File: src/rtl/osc_freq_meter.sv
// Gated-window frequency meter: counts osc_in rising edges over WINDOW clk
// cycles and flags the result against an inclusive [lo_thr, hi_thr] band.
module osc_freq_meter #(
  parameter int WINDOW = 1000,
  parameter int CNT_W  = 16,
  parameter int SYNC   = 2
) (
  input  logic             clk,
  input  logic             rst,
  input  logic             osc_in,
  input  logic             start,
  input  logic [CNT_W-1:0] lo_thr,
  input  logic [CNT_W-1:0] hi_thr,
  output logic             busy,
  output logic             done,
  output logic [CNT_W-1:0] count,
  output logic             overflow,
  output logic             in_range
);

  typedef enum logic [1:0] {
    IDLE,
    ARM,
    MEASURE,
    DONE
  } state_t;

  localparam logic [23:0] WIN_M1 = 24'(WINDOW - 1);
  localparam logic [2:0]  ARM_M1 = 3'(SYNC);

  state_t           state;
  logic [SYNC-1:0]  sync_q;
  logic             hist_q;
  logic             rise;
  logic [2:0]       arm_cnt;
  logic [23:0]      win_cnt;
  logic [CNT_W-1:0] edge_q;
  logic             ovf_q;
  logic [CNT_W-1:0] edge_nxt;
  logic             ovf_nxt;

  assign rise = sync_q[SYNC-1] & ~hist_q;

  // Saturating edge count including an edge seen in the current cycle.
  always_comb begin
    edge_nxt = edge_q;
    ovf_nxt  = ovf_q;
    if (rise) begin
      if (&edge_q) ovf_nxt = 1'b1;
      else         edge_nxt = edge_q + 1'b1;
    end
  end

  always_ff @(posedge clk) begin
    if (rst) begin
      sync_q <= '0;
      hist_q <= 1'b0;
    end else begin
      sync_q <= {sync_q[SYNC-2:0], osc_in};
      hist_q <= sync_q[SYNC-1];
    end
  end

  always_ff @(posedge clk) begin
    if (rst) begin
      state    <= IDLE;
      arm_cnt  <= '0;
      win_cnt  <= '0;
      edge_q   <= '0;
      ovf_q    <= 1'b0;
      busy     <= 1'b0;
      done     <= 1'b0;
      count    <= '0;
      overflow <= 1'b0;
      in_range <= 1'b0;
    end else begin
      unique case (state)
        IDLE: begin
          if (start) begin
            state   <= ARM;
            busy    <= 1'b1;
            arm_cnt <= ARM_M1;
          end
        end
        ARM: begin
          edge_q  <= '0;
          ovf_q   <= 1'b0;
          win_cnt <= WIN_M1;
          arm_cnt <= arm_cnt - 1'b1;
          if (arm_cnt == 3'd0) state <= MEASURE;
        end
        MEASURE: begin
          edge_q  <= edge_nxt;
          ovf_q   <= ovf_nxt;
          win_cnt <= win_cnt - 1'b1;
          if (win_cnt == 24'd0) begin
            state    <= DONE;
            done     <= 1'b1;
            count    <= edge_nxt;
            overflow <= ovf_nxt;
            in_range <= ~ovf_nxt &&
                        (lo_thr <= edge_nxt) &&
                        (edge_nxt <= hi_thr);
          end
        end
        DONE: begin
          state <= IDLE;
          done  <= 1'b0;
          busy  <= 1'b0;
        end
        default: state <= IDLE;
      endcase
    end
  end

endmodule
File: config.mk
export PLATFORM = sky130hd
export DESIGN_NAME = osc_freq_meter
export DESIGN_NICKNAME = d
export VERILOG_FILES = /design/src/rtl/osc_freq_meter.sv
export SDC_FILE = /design/constraint.sdc
export NUM_CORES = 1
export LEC_CHECK = 0
export BUFFER_PORTS_ARGS = -buffer_cell sky130_fd_sc_hd__buf_2
export CAP_MARGIN = 20
export CORE_MARGIN = 2
export CORE_UTILIZATION = 40
export CTS_BUF_LIST = sky130_fd_sc_hd__clkbuf_16
export CTS_CLUSTER_DIAMETER = 30
export DETAILED_ROUTE_END_ITERATION = 8
export HOLD_SLACK_MARGIN = 0.02
export PLACE_DENSITY = 0.58
export REMOVE_ABC_BUFFERS = 1
export SLEW_MARGIN = 20
export SYNTH_ARGS = -nofsm -noshare
export SYNTH_HDL_FRONTEND = slang
export SYNTH_SLANG_ARGS = --single-unit
File: constraint.sdc
create_clock -name clk -period 5.25 [get_ports clk]
set_clock_uncertainty 0.15 [all_clocks]
set_input_delay 0.525 -clock clk [delete_from_list [all_inputs] [get_ports clk]]
set_output_delay 0.525 -clock clk [all_outputs]
set_load 0.05 [all_outputs]
==> flow_summary.yaml, run 1 <==
die:
  die_y_um: 106
  initial_core_util_pct: 40.9
  die-area_mm2: 0.0113
  ios: 56
  coreArea_mm2: 0.0102
  chipWidth_um: 106
  rows: 37
placed_design:
  gp_congestion: 0.869
  port_buffers: 55
  dp_slack_ns: 1.76
  hpwl_um: 7560
logic_synthesis:
  synth_area_per_cell_um2: 8.43
  ys.flop_type: "dfxtp_1"
  ys_ff_latch: 69
  synth_edf_count: 0
  synth_area_mm2: 0.00418
  async_flop_share_pct: 0
  yosysSeqAreaShare_pct: 33.0
  synthCells: 496
  synth_cell_types: 65
  yosys_warnings: 0
pwr:
  p_clk_share_pct: 32.7
  power_switching_mw: 0.685
  p_leak_nw: 2.12
  seq_power_share_pct: 34.9
  pwr-share-comb_pct: 32.5
  switching_share_pct: 35.3
  power.density_mw_per_mm2: 400
  max-vdd-ir-drop_v: 0.000230
  internal_power_mw: 1.25
clock_tree:
  clock-sinks: 69
  ctsHoldBuffers: 0
  cts_made_buffers: 9
  cts_tree: "yes"
  insertion_delay_ns: 0.33
  path_clk_slew_ns: 0.06
  cts_root_buf: "clkbuf_16"
  cts_max_level: 3
  cts_resized: 0
  cts_buffer_depth: 2
  cts_post_setup_buffers_inserted: 0
sta:
  tightest_slew_ns: 0.747
  holdWs_ns: 0.261
  fmaxAchievable_ghz: 0.284
  drv_slew: 0
  setup_tns_ns: 0
  fin_crit_sh_pct: 67.1
  setup_viol: 0
  hold_viol_final: 0
  finalWorstSetupSlack_ns: 1.73
  relSlewSlack_pct: 50.2
  post-route-min-period_ns: 3.52
  rsz0062_at_grt: "no"
layout:
  drive_gt1_share_pct: 17.2
  diodes: 0
  fillers: 1003
  synthToLayoutAreaGrowth_pct: 16.0
  final_nets: 623
  fin_util_pct: 47.4
hold_path:
  hold_depth: 2
  hold_path.class: "in -> reg"
  hp-start: "osc_in"
  min_to: "sync_q[0]$_SDFF_PP0_"
global_route:
  grt_util_all_layers_pct: 19.0
  grt_overflow: 0
  antenna_found_initial: 0
  grt_max_degree: 41
  grt_pass1_wl_um: 16900
  grt_pass1_vias: 3509
routing:
  drtIter0Drc: 143
  avgViaCountPerCell: 5.23
  dr.pass1.iters: 4
  drcViolationCount: 0
  drt_wl_total_um: 10100
  num_vias: 3594
  drtAntennaViolNets: 0
  routedWlPerCell_um: 14.7
setup_path:
  slowest_stage: "a31oi_1"
  r2r-end: "in_range$_SDFFE_PP0P_"
  arrival_ns: 3.65
  path_class: "reg -> reg"
  critical_path.startpoint_type: "register"
  critPathMaxFanout: 5
  critPathCaptureType: "register"
  ff2ff_path_depth: 11
  critical_path.cell_chain: "and4_1, and4_1, a31oi_1, nand2_1, xor2_1, ha_1, and3_1, a221o_1, a221o_1, o31ai_1, a41o_1"
  cpPeakStageDelay_ns: 0.45
  reg2reg_from: "edge_q[15]$_SDFFE_PP0P_"
  cp.required_ns: 5.37
  rrSetupSlack_ns: 1.73
job:
  cap_viol_max_count: 0
outcome:
  status: "complete, no violations"
==> cell usage after synthesis (all sizes together) (7+ instances only) <==
library cell	count	area, um^2
dfxtp	69	1380
nor2	63	239
inv	46	173
ha	40	500
a21oi	37	185
nand2	35	134
xnor2	16	140
a211oi	15	168
xor2	15	131
nand3	13	65.1
o21ai	13	65.1
and3	11	73.8
clkbuf	11	41.3
nand4	9	56.3
nor4	9	62.6
nand2b	7	43.8
nor3	7	46.3
==> final cells by class <==
cell class                 count  area [um^2]  area share (%)
clock inverter                 6         80.1            1.65
sequential                    69         1380            28.5
inverter                      46          173            3.56
clock buffer                   9          225            4.65
multi-input combinational    364         2530            52.1
timing repair buffer          57          290            5.99
tap                          136          170            3.51
==> logic make-up (layout without fill, tap and decap cells) <==
kind of cell	Yosys count	count (layout)	synth area share, %
flops	69	69	33.0
compound gates	98	98	16.6
buf+inv	63	118	6.50
xor+xnor	31	31	6.50
mux	5	5	1.26
fa+ha+maj	40	40	12.0
simple gates	190	190	24.1
==> routing by layer <==
metal / track usage [%] / part of all wire, % / up-vias / wire length (um)
met3: 4.17 / 4.1 / 7 / 415
met4: 5.36 / 1.0 / 0 / 102
met2: 30.5 / 46 / 60 / 4610
met5: 0 / 0 / - / 0
li1: - / - / 1845 / -
met1: 25.6 / 49 / 1682 / 4990
==> worst max-delay path, delay by kind of cell, from the launching register on <==
kind / cells / cell delay (ns)
AOI/OAI and AO/OA: 5 / 1.52
DFF: 1 / 0.33
adders and majority gates: 1 / 0.30
xor gates and xnor gates: 1 / 0.29
and+or+nand+nor: 4 / 0.87
==> registers in the layout, indices dropped and copies added, names as in the netlist <==
register	count
arm_cnt	3
busy	1
count	16
done	1
edge_q	16
hist_q	1
in_range	1
overflow	1
ovf_q	1
state	2
sync_q	2
win_cnt	24
==> worst max path at each step <==
stage,slack [ns],from,end,depth (start not counted)
5_1_grt,1.42,edge_q[4]$_SDFFE_PP0P_,in_range$_SDFFE_PP0P_,11
4_1_cts,1.74,edge_q[15]$_SDFFE_PP0P_,in_range$_SDFFE_PP0P_,11
6_report,1.73,edge_q[15]$_SDFFE_PP0P_,in_range$_SDFFE_PP0P_,11
3_3_place_gp,1.84,edge_q[0]$_SDFFE_PP0P_,in_range$_SDFFE_PP0P_,12
2_1_floorplan,2.15,edge_q[0]$_SDFFE_PP0P_,in_range$_SDFFE_PP0P_,11
3_5_place_dp,1.76,edge_q[0]$_SDFFE_PP0P_,in_range$_SDFFE_PP0P_,12
==> layout by cell type (no fill, tap or decap), types with 5 or more instances in the layout <==
| cell | n |
|---|---|
| nand2b_1 | 7 |
| a21oi_1 | 37 |
| and3_1 | 10 |
| or3_1 | 6 |
| nor4_1 | 8 |
| ha_1 | 40 |
| xor2_1 | 15 |
| xnor2_1 | 16 |
| inv_1 | 47 |
| a211oi_2 | 11 |
| nand2_1 | 34 |
| nand3_1 | 13 |
| clkbuf_16 | 9 |
| dfxtp_1 | 69 |
| o21ai_0 | 12 |
| nand4_1 | 9 |
| nor2_1 | 62 |
| nor3_1 | 6 |
| buf_2 | 55 |
| a22oi_1 | 5 |
| nor2b_1 | 6 |
==> power by group through the flow <==
stage | combinational [mW] | sequential, mW | clock (mW)
2_1_floorplan | 0.436 | 0.713 | 0
3_3_place_gp | 0.614 | 0.683 | 0
3_5_place_dp | 0.625 | 0.686 | 0
4_1_cts | 0.633 | 0.676 | 0.647
5_1_grt | 0.701 | 0.689 | 0.669
6_report | 0.629 | 0.676 | 0.633
==> through the flow <==
step / cell area (um^2) / power [mW] / instances
after floorplan: 4080 / 1.15 / 479
after global placement: 4540 / 1.30 / 672
after detailed placement: 4540 / 1.31 / 672
after CTS: 4850 / 1.96 / 687
after global routing: 4850 / 2.06 / 687
final: 4850 / 1.94 / 687
(Power assumes the default switching activity.)
==> run 2, diff against run 1 <==
--- a/config.mk
+++ b/config.mk
@@ -13,7 +13,7 @@
 export CTS_CLUSTER_DIAMETER = 30
 export DETAILED_ROUTE_END_ITERATION = 8
 export HOLD_SLACK_MARGIN = 0.02
-export PLACE_DENSITY = 0.58
+export PLACE_DENSITY = 0.6
 export REMOVE_ABC_BUFFERS = 1
 export SLEW_MARGIN = 20
 export SYNTH_ARGS = -nofsm -noshare
==> constraint.sdc (replaced) <==
create_clock -name clk -period 2.9 [get_ports clk]
set_clock_uncertainty 0.15 [all_clocks]
set_input_delay 0.29 -clock clk [delete_from_list [all_inputs] [get_ports clk]]
set_output_delay 0.29 -clock clk [all_outputs]
set_load 0.05 [all_outputs]
==> run 2 against run 1 <==
The run now ends with setup timing left. Clock power up 69%. Largest power group unchanged. Register-to-register slack worse by 1.8 ns. Routed wire length rose by 5.8%. Cell area rose by 16%.
==> flow_summary.yaml, run 2 (same netlist as run 1, synthesis figures left out) <==
outcome:
  status: "complete, but fails checks"
  violations: "setup timing"
sta:
  post-route-min-period_ns: 2.94
  fin_crit_sh_pct: 101
  hold_viol_final: 0
  holdWs_ns: 0.0261
  setup_viol: 1
  fmaxAchievable_ghz: 0.340
  setup_tns_ns: -0.0378
  rsz0062_at_grt: "yes"
  tightest_slew_ns: 0.578
  relSlewSlack_pct: 61.0
  finalWorstSetupSlack_ns: -0.0378
  drv_slew: 0
clock_tree:
  clock-sinks: 69
  cts_tree: "yes"
  cts_root_buf: "clkbuf_16"
  cts_buffer_depth: 2
  cts_max_level: 3
  path_clk_slew_ns: 0.06
  insertion_delay_ns: 0.33
  cts_made_buffers: 9
layout:
  fillers: 940
  reg_top3: "win_cnt x24, count x16, edge_q x16"
  layout_commonest_cell: "buf_4"
  seqCellArea_mm2: 0.00139
  diodes: 0
  design_area_mm2: 0.00562
  mostFrequentLayoutCells: "buf_4 (74), dfxtp_1 (65), nor2_1 (59), buf_2 (55), inv_1 (46)"
  largest_register_ffs: 24
  synthToLayoutAreaGrowth_pct: 34.5
  drive_gt1_share_pct: 33.2
  regMostFlops: "win_cnt"
  final_nets: 695
  multi_input_area_mm2: 0.00277
routing:
  drtAntennaViolNets: 0
  avgViaCountPerCell: 5.14
  routedWlPerCell_um: 14.1
  dr.pass1.iters: 4
  drt_wl_total_um: 10700
  num_vias: 3904
  drcViolationCount: 0
  drtIter0Drc: 157
global_route:
  grt_overflow: 0
  grt_pass1_wl_um: 17200
  grt_pass1_vias: 3691
  antenna_found_initial: 0
  grt_util_all_layers_pct: 19.2
  grt_max_degree: 27
hold_path:
  min_to: "sync_q[0]$_SDFF_PP0_"
  hold_depth: 2
  hp-start: "osc_in"
  hold_path.class: "in -> reg"
setup_path:
  slowest_stage: "dfxtp_4"
  cpPeakStageDelay_ns: 0.36
  critical_path.startpoint_type: "register"
  cp.required_ns: 3.03
  r2r-end: "in_range$_SDFFE_PP0P_"
  critPathCaptureType: "register"
  ff2ff_path_depth: 12
  reg2reg_from: "edge_q[1]$_SDFFE_PP0P_"
  path_class: "reg -> reg"
  critical_path.cell_chain: "ha_4, and3_4, buf_4, a31oi_4, nand2_2, xor2_2, ha_1, and3_4, a221o_1, a221o_1, o31ai_1, a41o_1"
  rrSetupSlack_ns: -0.04
  path_delay_family: "compound AO/OA/AOI/OAI gates"
  critPathMaxFanout: 4
  arrival_ns: 3.06
  path_buf_inv: 1
pwr:
  seq_power_share_pct: 35.3
  internal_power_mw: 2.23
  p_leak_nw: 2.49
  power_switching_mw: 1.25
  max-vdd-ir-drop_v: 0.000325
  switching_share_pct: 35.9
  total_power_mw: 3.48
  power.density_mw_per_mm2: 619
  pwr-share-comb_pct: 33.9
  p_clk_share_pct: 30.8
placed_design:
  postPlaceCellArea_mm2: 0.00500
  hpwl_um: 8020
  port_buffers: 55
  gp_congestion: 0.878
  dp_slack_ns: -0.209
die:
  coreArea_mm2: 0.0102
  chipWidth_um: 106
  die-area_mm2: 0.0113
  die_y_um: 106
  initial_core_util_pct: 40.9
  ios: 56
  rows: 37
job:
  cap_viol_max_count: 0
## run 2: stage by stage
stage,utilization (%),std cells
after floorplan,-,479
after global placement,48.9,733
after detailed placement,48.9,733
after CTS,53.2,754
after global routing,55.0,760
final,55.0,760
## run 2: layout make-up
cell class                 instances  share of cell area [%]
clock buffer                       9                    4.01
clock inverter                     7                    1.16
inverter                          46                    3.07
multi-input combinational        364                    49.3
sequential                        69                    24.7
tap                              136                    3.03
timing repair buffer             129                    14.8
## run 2: worst max path at each step
stage          cells past startpoint  slack [ns]               endpoint                    start
2_1_floorplan                     11       -0.20  in_range$_SDFFE_PP0P_   edge_q[0]$_SDFFE_PP0P_
3_3_place_gp                      12       -0.20  in_range$_SDFFE_PP0P_   edge_q[0]$_SDFFE_PP0P_
3_5_place_dp                      12       -0.21  in_range$_SDFFE_PP0P_   edge_q[1]$_SDFFE_PP0P_
4_1_cts                           12       -0.06  in_range$_SDFFE_PP0P_   edge_q[1]$_SDFFE_PP0P_
5_1_grt                           13       -0.12  in_range$_SDFFE_PP0P_  edge_q[14]$_SDFFE_PP0P_
6_report                          12       -0.04  in_range$_SDFFE_PP0P_   edge_q[1]$_SDFFE_PP0P_
## run 2: worst reg2reg max path, stage by stage (launching register included)
cell	delay (ns)
dfxtp_4	0.36
ha_4	0.16
and3_4	0.18
buf_4	0.14
a31oi_4	0.14
nand2_2	0.10
xor2_2	0.17
ha_1	0.30
and3_4	0.18
a221o_1	0.31
a221o_1	0.32
o31ai_1	0.20
a41o_1	0.19
## run 2: layer usage
metal  vias up  global-route usage (%)  wire length, um  share of wire, %
li1       1987                       -                -                 -
met1      1814                    24.1             4930                46
met2        90                    33.0             5080                47
met3        13                    3.74              567               5.3
met4         0                    6.20              132               1.2
met5         -                       0                0                 0
## run 2: what timing repair did
item / CTS / global route
setup buffers: 5 / 6
resized for setup: 22 / 26
hold buffers: 0 / 0
pin swaps: 15 / 18
endpoints found under the setup margin: 1 / 1
## run 2: power by group through the flow
stage | combinational (mW) | sequential, mW | clock (mW)
after CTS | 1.19 | 1.23 | 1.10
after floorplan | 0.790 | 1.29 | 0
after detailed placement | 1.18 | 1.25 | 0
after global placement | 1.15 | 1.23 | 0
after global routing | 1.32 | 1.25 | 1.13
final | 1.18 | 1.23 | 1.07
==> run 3, diff against run 2 <==
--- a/config.mk
+++ b/config.mk
@@ -12,10 +12,12 @@
 export CTS_BUF_LIST = sky130_fd_sc_hd__clkbuf_16
 export CTS_CLUSTER_DIAMETER = 30
 export DETAILED_ROUTE_END_ITERATION = 8
+export GPL_TIMING_DRIVEN = 0
 export HOLD_SLACK_MARGIN = 0.02
 export PLACE_DENSITY = 0.6
+export RECOVER_POWER = 50
 export REMOVE_ABC_BUFFERS = 1
-export SLEW_MARGIN = 20
+export SLEW_MARGIN = 40
 export SYNTH_ARGS = -nofsm -noshare
 export SYNTH_HDL_FRONTEND = slang
 export SYNTH_SLANG_ARGS = --single-unit
==> run 3 against run 2 <==
The run still ends with setup timing left. Highest routed layer unchanged. Power is 0.19% lower. Die area stayed put. Sequential cell count stayed put. Clock power hardly changed. First-iteration DRC count is 5.1% lower. Worst hold slack worse by 0.0030 ns. Final cell count is 3.7% lower. Clock-buffer cell count stayed put. Critical path type unchanged. Via count is 2.2% lower.
==> flow_summary.yaml, run 3 (same netlist as run 1, synthesis figures left out) <==
die:
  die-area_mm2: 0.0113
  rows: 37
  die_y_um: 106
  chipWidth_um: 106
  ios: 56
  coreArea_mm2: 0.0102
  initial_core_util_pct: 40.9
clock_tree:
  insertion_delay_ns: 0.34
  path_clk_slew_ns: 0.06
  cts_buffer_depth: 2
  ctsHoldBuffers: 0
  cts_made_buffers: 9
  cts_tree: "yes"
  clock-sinks: 69
  cts_root_buf: "clkbuf_16"
  cts_max_level: 3
global_route:
  grt_max_degree: 57
  grt_util_all_layers_pct: 18.7
  grt_pass1_vias: 3700
  grt_pass1_wl_um: 17000
  antenna_found_initial: 0
  grt_overflow: 0
layout:
  reg_top3: "win_cnt x24, count x16, edge_q x16"
  layout_commonest_cell: "nor2_1"
  diodes: 0
  regMostFlops: "win_cnt"
  mostFrequentLayoutCells: "nor2_1 (58), dfxtp_1 (55), inv_1 (44), buf_4 (38), ha_1 (36)"
  fin_util_pct: 54.3
  seqCellArea_mm2: 0.00142
  fillers: 921
  drive_gt1_share_pct: 30.7
  instances_no_fill: 732
  multi_input_area_mm2: 0.00285
  largest_register_ffs: 24
  final_nets: 667
  synthToLayoutAreaGrowth_pct: 33.0
routing:
  dr.pass1.iters: 4
  drcViolationCount: 0
  avgViaCountPerCell: 5.22
  drtIter0Drc: 149
  drt_wl_total_um: 10800
  num_vias: 3818
  routedWlPerCell_um: 14.8
  drtAntennaViolNets: 0
job:
  cap_viol_max_count: 0
setup_path:
  critical_path.startpoint_type: "register"
  slowest_stage: "dfxtp_4"
  path_class: "reg -> reg"
  reg2reg_from: "edge_q[1]$_SDFFE_PP0P_"
  rrSetupSlack_ns: -0.16
  critPathCaptureType: "register"
  critical_path.cell_chain: "ha_4, and3_4, buf_6, a31oi_4, nand2_2, xor2_2, ha_1, and3_4, a221o_1, a221o_1, o31ai_2, a41o_1"
  critPathMaxFanout: 4
  cpPeakStageDelay_ns: 0.36
  path_buf_inv: 1
  arrival_ns: 3.19
  r2r-end: "in_range$_SDFFE_PP0P_"
  cp.required_ns: 3.03
  ff2ff_path_depth: 12
  path_delay_family: "compound AO/OA/AOI/OAI gates"
pwr:
  total_power_mw: 3.47
  max-vdd-ir-drop_v: 0.000319
  power.density_mw_per_mm2: 625
  p_leak_nw: 2.32
placed_design:
  dpl.cell_count: 672
  hpwl_um: 7110
  port_buffers: 55
  gp_congestion: 0.838
sta:
  relSlewSlack_pct: 54.2
  fin_crit_sh_pct: 106
  tightest_slew_ns: 0.687
  post-route-min-period_ns: 3.06
  fmaxAchievable_ghz: 0.327
  hold_viol_final: 0
  setup_viol: 2
  rsz0062_at_grt: "yes"
  drv_slew: 0
  finalWorstSetupSlack_ns: -0.162
outcome:
  violations: "setup timing"
  status: "complete, but fails checks"
hold_path:
  min_to: "sync_q[0]$_SDFF_PP0_"
  hold_path.class: "in -> reg"
  hold_depth: 2
  hp-start: "osc_in"
run 3: worst max-delay path by stage:
stage	startpoint	end	slack [ns]	cells past startpoint
after floorplan	edge_q[0]$_SDFFE_PP0P_	in_range$_SDFFE_PP0P_	-0.20	11
after global placement	edge_q[4]$_SDFFE_PP0P_	in_range$_SDFFE_PP0P_	-0.66	11
after detailed placement	edge_q[4]$_SDFFE_PP0P_	in_range$_SDFFE_PP0P_	-0.67	11
after CTS	edge_q[0]$_SDFFE_PP0P_	in_range$_SDFFE_PP0P_	-0.17	12
after global routing	edge_q[8]$_SDFFE_PP0P_	in_range$_SDFFE_PP0P_	-0.29	14
final	edge_q[1]$_SDFFE_PP0P_	in_range$_SDFFE_PP0P_	-0.16	12
run 3: what timing repair did:
item | CTS | global route
buffers inserted | 26 | 23
endpoints found under the setup margin | 2 | 4
gates resized for setup | 49 | 42
pin swaps | 14 | 30
run 3: area by class of cell:
type	instances	area share, %
repair buffers	101	11.7
flip-flops and latches	69	25.6
well taps	136	3.06
clock buffers	9	4.05
inverters	46	3.11
multi-input cells	364	51.2
clock inverters	7	1.35
run 3: metal layers:
metal	share of wire, %	GRT usage (%)
met1	46	23.9
met2	48	31.5
met3	4.5	4.05
met4	1.5	5.83
met5	0	0
run 3: where the power goes:
group	internal [mW]	total, mW	switching, mW
sequential	1.08	1.22	0.132
clock	0.668	1.10	0.435
combinational	0.454	1.15	0.699
total	2.21	3.47	1.27
run 3: worst reg2reg max path, delay by kind of cell, from the launching register on:
family                   cells  cell delay [ns]
XOR/XNOR                     1             0.17
adder cells (fa/ha/maj)      2             0.47
AO/OA/AOI/OAI                5             1.28
AND/OR/NAND/NOR              3             0.46
buffers and inverters        1             0.12
flip-flops                   1             0.36
run 3: through the flow:
step                setup TNS, ns  hold slack [ns]  area (um^2)  setup WS, ns
global placement           -0.810            0.281         4530        -0.660
detailed placement         -0.676            0.290         4550        -0.672
finish                     -0.163           0.0231         5560        -0.162
CTS                        -0.290           0.0237         5250        -0.172
global route               -0.941           0.0342         5560        -0.292
floorplan                  -0.205            0.205         4080        -0.205
